--- config.mk ---
export PLATFORM = sky130hd
export DESIGN_NAME = led_pattern_scorer
export DESIGN_NICKNAME = d
export VERILOG_FILES = /design/src/rtl/led_pattern_scorer_pkg.sv /design/src/rtl/led_pattern_scorer_lit_edge_detect.sv /design/src/rtl/led_pattern_scorer.sv
export SDC_FILE = /design/constraint.sdc
export NUM_CORES = 1
export LEC_CHECK = 0
export ABC_AREA = 1
export CORE_MARGIN = 4
export CORE_UTILIZATION = 25
export CTS_CLUSTER_DIAMETER = 60
export DETAILED_ROUTE_END_ITERATION = 12
export PLACE_DENSITY = 0.44
export SYNTH_ARGS = -nofsm -noshare
export SYNTH_HDL_FRONTEND = slang
export SYNTH_SLANG_ARGS = --single-unit
--- constraint.sdc ---
create_clock -name Clk -period 4.59 [get_ports Clk]
set_input_delay 1.377 -clock Clk [delete_from_list [all_inputs] [get_ports Clk]]
set_output_delay 1.377 -clock Clk [all_outputs]
set_load 0.005 [all_outputs]
--- src/rtl/led_pattern_scorer_pkg.sv ---
// Shared definitions for the LED reaction game scorer: phase encodings
// and the reaction-time ceiling.
package led_pattern_scorer_pkg;

  typedef enum logic [1:0] {
    PH_IDLE = 2'd0,
    PH_PLAY = 2'd1,
    PH_WIN  = 2'd2,
    PH_LOSE = 2'd3
  } phase_e;

  localparam logic [3:0] RTIME_MAX = 4'd15;

  function automatic logic [3:0] min4(input logic [3:0] a, input logic [3:0] b);
    return (a < b) ? a : b;
  endfunction

endpackage

--- src/rtl/led_pattern_scorer_lit_edge_detect.sv ---
// Registers the target-LED level and reports its rising and falling edges
// relative to the previous Clk.
module lit_edge_detect (
  input  logic Clk,
  input  logic Rst,
  input  logic lit_i,
  output logic rise_o,
  output logic fall_o
);

  logic lit_q;

  always_ff @(posedge Clk or negedge Rst) begin
    if (!Rst) lit_q <= 1'b0;
    else      lit_q <= lit_i;
  end

  assign rise_o = lit_i & ~lit_q;
  assign fall_o = ~lit_i & lit_q;

endmodule

--- src/rtl/led_pattern_scorer.sv ---
// Judges Play presses against the target LED: counts hits and misses,
// tracks the best reaction time and runs the IDLE/PLAY/WIN/LOSE phases.
module led_pattern_scorer
  import led_pattern_scorer_pkg::*;
#(
  parameter int TARGET_BIT = 7,
  parameter int WIN_SCORE  = 9,
  parameter int MAX_MISS   = 3
) (
  input  logic       Clk,
  input  logic       Rst,
  input  logic       Tick,
  input  logic       Begin,
  input  logic       Press,
  input  logic [7:0] Pattern,
  output logic [3:0] Score,
  output logic [1:0] Misses,
  output logic [3:0] BestTime,
  output logic       Hit,
  output logic       Miss,
  output logic [1:0] Phase
);

  localparam logic [7:0] TARGET_MASK = 8'b1 << TARGET_BIT;
  localparam logic [3:0] WIN_L       = 4'(WIN_SCORE);
  localparam logic [1:0] MISS_L      = 2'(MAX_MISS);

  logic   lit, rise, fall;
  phase_e phase_q, phase_d;
  logic [3:0] score_q, score_d, best_q, best_d, rtime_q, rtime_d, rtime_eff;
  logic [1:0] misses_q, misses_d;
  logic       hit_q, hit_d, miss_q, miss_d, lock_q, lock_d, lock_eff;
  logic       in_play, hit_ev, early_ev, late_ev;

  assign lit = |(Pattern & TARGET_MASK);

  lit_edge_detect u_edge (
    .Clk    (Clk),
    .Rst    (Rst),
    .lit_i  (lit),
    .rise_o (rise),
    .fall_o (fall)
  );

  // A new lit interval starts unlocked with a fresh timer, even on its first Clk.
  assign lock_eff  = lock_q & ~rise;
  assign rtime_eff = rise ? 4'd0 : rtime_q;

  assign in_play  = (phase_q == PH_PLAY);
  assign hit_ev   = in_play & Press & (lit | fall) & ~lock_eff;
  assign early_ev = in_play & Press & ~hit_ev;
  assign late_ev  = in_play & fall & ~lock_eff & ~Press;

  always_comb begin
    phase_d  = phase_q;
    score_d  = score_q;
    misses_d = misses_q;
    best_d   = best_q;
    lock_d   = lock_q;
    rtime_d  = rtime_q;
    hit_d    = 1'b0;
    miss_d   = 1'b0;

    if (rise) begin
      lock_d  = 1'b0;
      rtime_d = 4'd0;
    end else if (lit && !lock_q && Tick && rtime_q != RTIME_MAX) begin
      rtime_d = rtime_q + 4'd1;
    end

    if (!in_play) begin
      if (Begin) begin
        score_d  = 4'd0;
        misses_d = 2'd0;
        lock_d   = 1'b0;
        phase_d  = PH_PLAY;
      end
    end else if (hit_ev) begin
      hit_d  = 1'b1;
      lock_d = 1'b1;
      best_d = min4(best_q, rtime_eff);
      if (score_q != 4'hF) score_d = score_q + 4'd1;
      if (score_q + 4'd1 == WIN_L) phase_d = PH_WIN;
    end else if (early_ev || late_ev) begin
      miss_d = 1'b1;
      if (misses_q != 2'd3) misses_d = misses_q + 2'd1;
      if (misses_q + 2'd1 == MISS_L) phase_d = PH_LOSE;
    end
  end

  always_ff @(posedge Clk or negedge Rst) begin
    if (!Rst) begin
      phase_q  <= PH_IDLE;
      score_q  <= 4'd0;
      misses_q <= 2'd0;
      best_q   <= RTIME_MAX;
      lock_q   <= 1'b0;
      rtime_q  <= 4'd0;
      hit_q    <= 1'b0;
      miss_q   <= 1'b0;
    end else begin
      phase_q  <= phase_d;
      score_q  <= score_d;
      misses_q <= misses_d;
      best_q   <= best_d;
      lock_q   <= lock_d;
      rtime_q  <= rtime_d;
      hit_q    <= hit_d;
      miss_q   <= miss_d;
    end
  end

  assign Score    = score_q;
  assign Misses   = misses_q;
  assign BestTime = best_q;
  assign Hit      = hit_q;
  assign Miss     = miss_q;
  assign Phase    = phase_q;

endmodule
=== Yosys cells after proc, flatten, opt, wreduce, memory -nomap -nowiden ===
Cells that the tools add are included.

* Input port bits: 13
* Bits in registers: 20
* Output and inout bits: 14

* $add $sub $neg: 3
* Equality and inequality tests: 14
* Muxes and demuxes: 27
* $lt $le $gt $ge: 1
* Reductions and logical operators: 11
* Bitwise operators: 18

{| class="wikitable"
|+ Operators by type and width
! cell !! count
|-
| 4-bit two-way mux || 7
|-
| 2-bit two-way mux || 11
|-
| 1-bit AND || 10
|-
| 1-bit two-way mux || 9
|-
| 4-bit by 1-bit adder with 4-bit output, second input constant || 2
|-
| 2-bit by 1-bit inequality test with 1-bit output, second input constant || 4
|-
| 4-bit inequality test, second input constant || 2
|-
| 4-bit AND reduction || 2
|-
| 1-bit inverter || 7
|-
| 3-bit by 1-bit inequality test with 1-bit output, second input constant || 2
|-
| 3-bit AND reduction || 2
|-
| 4-bit == test, second input constant || 1
|-
| 4-bit less-than comparator || 1
|-
| 2-bit inequality test, second input constant || 2
|-
| 2-bit nonzero test || 2
|-
| 1-bit logical AND || 3
|-
| 3-bit by 2-bit inequality test with 1-bit output, second input constant || 1
|-
| 2-bit by 1-bit adder with 2-bit output, second input constant || 1
|-
| 2-bit by 1-bit == test with 1-bit output, second input constant || 1
|-
| 2-bit == test, second input constant || 1
|-
| 1-bit zero test || 1
|-
| 1-bit logical OR || 1
|-
| 1-bit bitwise OR || 1
|}

=== Depth between registers and ports, before layout ===
Gate-level depths: netlist (run 1).

* Depth after elaboration: 12
* Depth in mapped cells: 13
* Gate-level depth less buffers: 13

=== Cells and area by module ===
A second synthesis (run 1) with hierarchy kept.

* Cells, all modules: 154
* Area, all modules: 1173.6 µm²

{| class="wikitable"
|+ Modules (own cells, without submodules)
! module !! area each (µm²) !! cells each !! instances
|-
| led_pattern_scorer || 1133.6 || 149 || 1
|-
| lit_edge_detect || 40.0 || 5 || 1
|}

=== Worst setup path before layout (run 1) ===
No wires, ideal clock.

* Path type: input port to flip-flop
* Start: input Pattern[7]
* End: register best_q[2] (netlist: BestTime[2])
* Data required time: 4529 ps
* Stages on the path: 10
* Data arrival time: 2461 ps
* Library setup time: 61 ps
* Slack: 2068 ps
* Path through: nand2_1 > inv_1 > nor2_1 > inv_1 > ha_1 > a21oi_1 > nand2_2 > nand2_1 > nand2_1 > nand2_1

* Longest elaborated chain between the ends: 6

{| class="wikitable"
|+ RTL lines
! item !! RTL line !! source
|-
| start: declaration || led_pattern_scorer.sv:15 || <nowiki>input logic [7:0] Pattern,</nowiki>
|-
| branches (longest 6 deep; another with 4-bit less-than comparator) || n/a ||
|-
| end signal: assignment || led_pattern_scorer.sv:105 || <nowiki>best_q <= best_d;</nowiki>
|-
| end: declaration || led_pattern_scorer.sv:30 || <nowiki>logic [3:0] score_q, score_d, best_q, best_d, rtime_q, rtime_d, rtime_eff;</nowiki>
|}

Several ways; the timed one is not identified.
A chain may end at the register's enable or synchronous reset.

=== Worst setup path after layout (run 1) ===
Ends and elaborated chain as after synthesis.

==> impl_metrics.py, run 1 <==
metrics = {
    "job": {
        "cap_violations": 0,
    },
    "sta": {
        "final.setup.tns_ns": 0,
        "slew_viol_final": 0,
        "clock.fmax_ghz": 0.327,
        "hold_viol": 0,
        "min_period_ns": 3.06,
        "fin_crit_sh": 0.667,
        "slew_headroom": 0.373,
        "rsz0062_at_grt": "no",
        "worst_slew_pin_slew_ns": 0.937,
        "setup_viol": 0,
        "skew_ns": 0.00229,
    },
    "final_layout": {
        "final_area_sq_um": 1460,
        "drive_gt1_frac": 0.141,
        "syn_to_final_growth_pct": 27.0,
        "nNetsFinal": 192,
        "antenna_cells": 0,
    },
    "synthesis": {
        "synthTopCellsByCount": "nand2_1, inv_1, dfrtp_1",
        "synth.distinct_cells": 22,
        "synth_seq_area_share": 0.439,
        "ys.flop_type": "dfrtp_1",
        "synth_edf_count": 0,
        "synth.most_common_cell": "nand2_1",
        "postSynthCellCount": 147,
        "synth_nets": 168,
        "yosys.area.top_type": "dfrtp_1",
        "synth-async-reset-ratio": 1.00,
        "yosysWarnings": 0,
        "synth_area_sq_um": 1150,
        "avgSynthCellArea_sq_um": 7.83,
        "synth_area_leaders": "dfrtp_1, nand2_1, dfstp_2",
        "synth-seq-cells": 20,
        "synth_top_area_frac": 0.348,
    },
    "die": {
        "start_util": 0.261,
        "core_area_sq_um": 4410,
        "num_rows": 24,
        "die_x_um": 75.9,
        "io_pins": 27,
        "die_area_sq_um": 5750,
        "die_h_um": 75.9,
    },
    "clock_tree": {
        "path_clk_slew_ns": 0.08,
        "numClockSinks": 20,
        "cts_tree": "built",
        "ctsHoldBuffers": 0,
        "root_buffer": "clkbuf_8",
        "postCtsSetupBuffers": 0,
        "clock_latency_ns": 0.26,
        "clock_path_buffers": 2,
        "h-tree-depth": 1,
        "cts_resized": 0,
        "cts_buffers": 3,
    },
    "power_and_ir_drop": {
        "p_leak_uw": 0.000711,
        "p_sw_uw": 295,
        "clkPwrFrac": 0.189,
        "p_comb_frac": 0.451,
        "switching_share": 0.398,
        "cellPowerDensity_nw_per_um2": 507,
        "p_int_uw": 446,
        "seq_power_share": 0.359,
        "ir_worst_vdd_mv": 0.227,
    },
    "worst_hold_path": {
        "min_path_cells": 2,
        "min_to": "BestTime[1]",
        "min_from": "BestTime[1]",
        "hold_path_class": "reg2reg",
    },
    "grt": {
        "busiest_layer": "met2",
        "grt_antenna_before_repair": 0,
        "overflow": 0,
        "grt_max_degree": 21,
        "grt_pass1_vias": 1031,
        "grt_use_met3": 0.0317,
        "grt_pass1_wl_um": 4460,
        "grtUsageMet1": 0.116,
        "gr-usage-met2": 0.186,
        "gr-usage-all-layers": 0.102,
    },
    "detailed_routing": {
        "vias": 984,
        "drt_iter0_drc": 42,
        "first_pass_iters": 4,
        "totalWireLength_um": 2570,
        "wl_per_cell_um": 11.6,
        "route.detailed.drc": 0,
        "ant_nets": 0,
        "viasPerCell": 4.43,
    },
    "placed_design": {
        "io_buffers": 19,
        "postPlaceCellArea_sq_um": 1410,
        "dp_hpwl_um": 1960,
        "place_congestion": 0.794,
    },
    "worst_setup_path": {
        "worst_setup_path_start_kind": "input port",
        "r2r_cells": 11,
        "worstSetupPathType": "in2reg",
        "reg2reg_from": "u_edge.lit_q",
        "critPathRequiredTime_ns": 4.80,
        "worst-r2r-setup-slack_ns": 2.80,
        "end_kind": "flip-flop",
        "critPathArrivalTime_ns": 3.27,
        "cp_max_fo": 6,
        "r2r-end": "BestTime[2]",
    },
    "status": {
        "status": "finished clean",
    },
}
layout by cell type, fill, tap and decap left out, types with 2 or more instances in the layout:
master | synthesis | layout
nand2_1 | 43 | 43
inv_1 | 20 | 20
clkdlybuf4s50_1 | 0 | 19
dfrtp_1 | 16 | 16
nand3_1 | 15 | 15
nor2_1 | 8 | 8
ha_1 | 8 | 8
o21ai_0 | 6 | 6
nor2_2 | 5 | 5
dfstp_2 | 4 | 4
nand2_2 | 4 | 4
clkbuf_8 | 0 | 4
inv_2 | 3 | 3
a21oi_1 | 3 | 3
nor2_4 | 2 | 2
o21ai_1 | 2 | 2
through the flow:
step	utilization	power [uW]	setup WS, ns	instances	hold WS, ns
after floorplan	-	478	2.07	147	0.460
after global placement	0.319	599	1.24	218	0.465
after detailed placement	0.319	609	1.21	218	0.472
after CTS	0.331	757	1.49	222	0.484
after global routing	0.331	819	1.31	222	0.501
final	0.331	741	1.53	222	0.480
registers in the layout, summed over array words and instances, names as in the netlist:
| signal | flops |
|---|---|
| Miss | 1 |
| rtime_q | 4 |
| lock_q | 1 |
| Phase | 2 |
| Misses | 2 |
| Hit | 1 |
| u_edge.lit_q | 1 |
| Score | 4 |
| BestTime | 4 |
final cells by class:
cell class / count / area, sq um
Clock buffer: 4 / 55.1
Fill cell: 468 / 2950
Inverter: 23 / 86.3
Multi-Input combinational cell: 104 / 559
Sequential cell: 20 / 505
Tap cell: 52 / 65.1
Timing Repair Buffer: 19 / 190
worst max-delay path by stage:
stage,start,endpoint,cells past startpoint,slack (ns)
5_1_grt,Pattern[7],BestTime[2],11,1.31
3_5_place_dp,Pattern[7],BestTime[2],11,1.21
4_1_cts,Pattern[7],BestTime[2],11,1.49
3_3_place_gp,Pattern[7],BestTime[3],11,1.24
6_report,Pattern[7],BestTime[2],11,1.53
2_1_floorplan,Pattern[7],BestTime[2],10,2.07
metal layers:
| metal | part of all wire | vias to the layer above |
|---|---|---|
| met5 | 0 | - |
| met4 | 0.0078 | 0 |
| met3 | 0.039 | 5 |
| met2 | 0.51 | 20 |
| met1 | 0.45 | 452 |
| li1 | - | 507 |
critical path, cell delays in order:
cell and delay, ns:
clkdlybuf4s50_1 0.53, nand2_1 0.23, inv_1 0.09, nor2_1 0.16
inv_1 0.06, ha_1 0.29, a21oi_1 0.18, nand2_2 0.10
nand2_1 0.13, nand2_1 0.06, nand2_1 0.06
cell families after synthesis:
kind of cell / after synthesis / share of synthesized area
AND/OR/NAND/NOR: 80 / 0.316
AO/OA/AOI/OAI: 14 / 0.0674
buffers and inverters: 23 / 0.0750
flip-flops: 20 / 0.439
adder cells (fa/ha/maj): 8 / 0.0870
XOR/XNOR: 2 / 0.0152
power groups by stage:
stage          clock (uW)  sequential, uW  combinational [uW]
5_1_grt               154             274                 391
3_5_place_dp            0             270                 338
3_3_place_gp            0             267                 332
6_report              140             266                 335
2_1_floorplan           0             266                 212
4_1_cts               147             267                 343
(Power assumes the default switching activity.)
==> inputs of run 2 (changes only) <==
- PLACE_DENSITY: 0.44 -> 0.45
- clock period: 4.59 -> 2.59 ns (I/O delays scaled with it)
==> run 2 against run 1 <==
Count of clock-buffer cells in the layout unchanged. Worst setup slack got worse by 1.1 ns. Critical path depth grew 2. Die area unchanged. Clock skew increased by 0.0049 ns. Power grew 71%. First-iteration DRC count down 19%. Register-to-register slack worse by 1.9 ns. Sequential share of layout area decreased by 0.29 points. Worst hold slack got worse by 0.0063 ns. Global-route usage is 0.71 points lower. Clock power up 51%. Highest routed layer unchanged.
==> impl_metrics.py, run 2 (same netlist as run 1, synthesis figures left out) <==
metrics = {
    "worst_setup_path": {
        "r2r-end": "BestTime[2]",
        "cp_max_fo": 5,
        "end_kind": "flip-flop",
        "reg2reg_from": "u_edge.lit_q",
        "crit_family": "simple AND/OR/NAND/NOR gates",
        "cp_num_cells": 13,
        "cpMaxStageDelayCell": "clkdlybuf4s50_1",
        "worst_setup_path_start_kind": "input port",
        "r2r_cells": 13,
        "worst-r2r-setup-slack_ns": 0.90,
        "worstSetupPathType": "in2reg",
        "critPathMaxStageDelay_ns": 0.42,
        "critPathArrivalTime_ns": 2.39,
        "worst_path_most_repeated_cell": "nand2_1",
        "cp_num_buf_inv": 3,
        "path_cells": "clkdlybuf4s50_1, nand2_1, inv_1, nor2_1, inv_1, ha_1, o21ai_1, nand2_1, nand2_1, nand2_2, nand2_1, nand2_1, nand2_1",
        "critPathRequiredTime_ns": 2.78,
    },
    "grt": {
        "grt_pass1_vias": 1010,
        "gr-usage-all-layers": 0.0952,
        "overflow": 0,
        "grt_pass1_wl_um": 4270,
        "grt_antenna_before_repair": 0,
        "grt_max_degree": 13,
    },
    "die": {
        "die_area_sq_um": 5750,
        "io_pins": 27,
        "start_util": 0.261,
        "core_area_sq_um": 4410,
        "die_h_um": 75.9,
        "num_rows": 24,
        "die_x_um": 75.9,
    },
    "sta": {
        "fin_crit_sh": 0.847,
        "holdWs_ns": 0.474,
        "skew_ns": 0.00721,
        "hold_viol": 0,
        "worst_slew_pin_slew_ns": 0.585,
        "slew_viol_final": 0,
        "final.setup.tns_ns": 0,
        "min_period_ns": 2.19,
        "rsz0062_at_grt": "no",
        "setup_viol": 0,
        "slew_headroom": 0.609,
        "clock.fmax_ghz": 0.456,
    },
    "power_and_ir_drop": {
        "cellPowerDensity_nw_per_um2": 862,
        "ir_worst_vdd_mv": 0.270,
        "p_leak_uw": 0.000719,
    },
    "detailed_routing": {
        "route.detailed.drc": 0,
        "viasPerCell": 4.35,
        "vias": 978,
        "totalWireLength_um": 2430,
        "ant_nets": 0,
        "wl_per_cell_um": 10.8,
        "drt_iter0_drc": 34,
        "first_pass_iters": 4,
    },
    "status": {
        "status": "finished clean",
    },
    "placed_design": {
        "io_buffers": 19,
        "postPlaceCellArea_sq_um": 1430,
        "place_congestion": 0.741,
        "placedCellCount": 221,
        "dp_hpwl_um": 1960,
    },
    "final_layout": {
        "syn_to_final_growth_pct": 28.0,
        "final_cell_mix": "nand2_1, inv_1, clkdlybuf4s50_1",
        "final_area_sq_um": 1470,
        "fin_cells": 225,
        "regArea_sq_um": 505,
        "antenna_cells": 0,
        "final_common_cell": "nand2_1",
        "nNetsFinal": 195,
        "multiInputGateArea_sq_um": 559,
        "drive_gt1_frac": 0.150,
        "nFillCells": 472,
    },
    "clock_tree": {
        "h-tree-depth": 1,
        "clock_path_buffers": 2,
        "cts_tree": "built",
        "path_clk_slew_ns": 0.07,
        "cts_buffers": 3,
        "clock_latency_ns": 0.26,
        "numClockSinks": 20,
        "ctsHoldBuffers": 0,
        "root_buffer": "clkbuf_8",
        "postCtsSetupBuffers": 0,
        "cts_resized": 0,
    },
    "job": {
        "cap_violations": 0,
    },
    "worst_hold_path": {
        "min_from": "BestTime[0]",
        "min_path_cells": 2,
        "min_to": "BestTime[0]",
        "hold_path_class": "reg2reg",
    },
}
## run 2: final cells by class
| class | instances | area share |
|---|---|---|
| Sequential cell | 20 | 0.343 |
| Timing Repair Buffer | 22 | 0.144 |
| Multi-Input combinational cell | 104 | 0.379 |
| Inverter | 23 | 0.0586 |
| Clock buffer | 4 | 0.0306 |
| Tap cell | 52 | 0.0441 |
## run 2: per-stage QoR
stage,util,total power (uW),setup WS (ns)
final,0.334,1270,0.395
after global placement,0.324,1070,0.141
after floorplan,-,847,0.668
after global routing,0.334,1400,0.187
after CTS,0.334,1300,0.370
after detailed placement,0.324,1080,0.107
## run 2: worst max path at each step
stage                           from          end  slack, ns
final                     Pattern[7]  BestTime[2]       0.40
after detailed placement  Pattern[7]  BestTime[2]       0.11
after floorplan           Pattern[7]  BestTime[2]       0.67
after global placement    Pattern[7]  BestTime[2]       0.14
after global routing      Pattern[7]  BestTime[3]       0.19
after CTS                 Pattern[7]  BestTime[2]       0.37
## run 2: layer usage
| layer | track usage | part of all wire | wire length, um | up-vias |
|---|---|---|---|---|
| met1 | 0.119 | 0.47 | 1150 | 449 |
| li1 | - | - | - | 512 |
| met5 | 0 | 0 | 0 | - |
| met4 | 0.0233 | 0.0066 | 16 | 0 |
| met2 | 0.165 | 0.48 | 1170 | 14 |
| met3 | 0.0211 | 0.040 | 96 | 3 |
## run 2: worst register-to-register path, stage by stage (launching register included)
cell and delay [ns]:
dfrtp_1 0.36, inv_1 0.08, nand2_1 0.09, inv_1 0.07, nor2_1 0.12, inv_1 0.07
ha_1 0.26, o21ai_1 0.07, nand2_1 0.07, nand2_1 0.08, nand2_2 0.08, nand2_1 0.13
nand2_1 0.06, nand2_1 0.07
## run 2: report_power, final
group	leakage [uW]	internal [uW]	switching (uW)	total [uW]
clock network	0.0000228	109	101	211
logic	0.000443	256	335	590
registers	0.000253	402	67.6	470
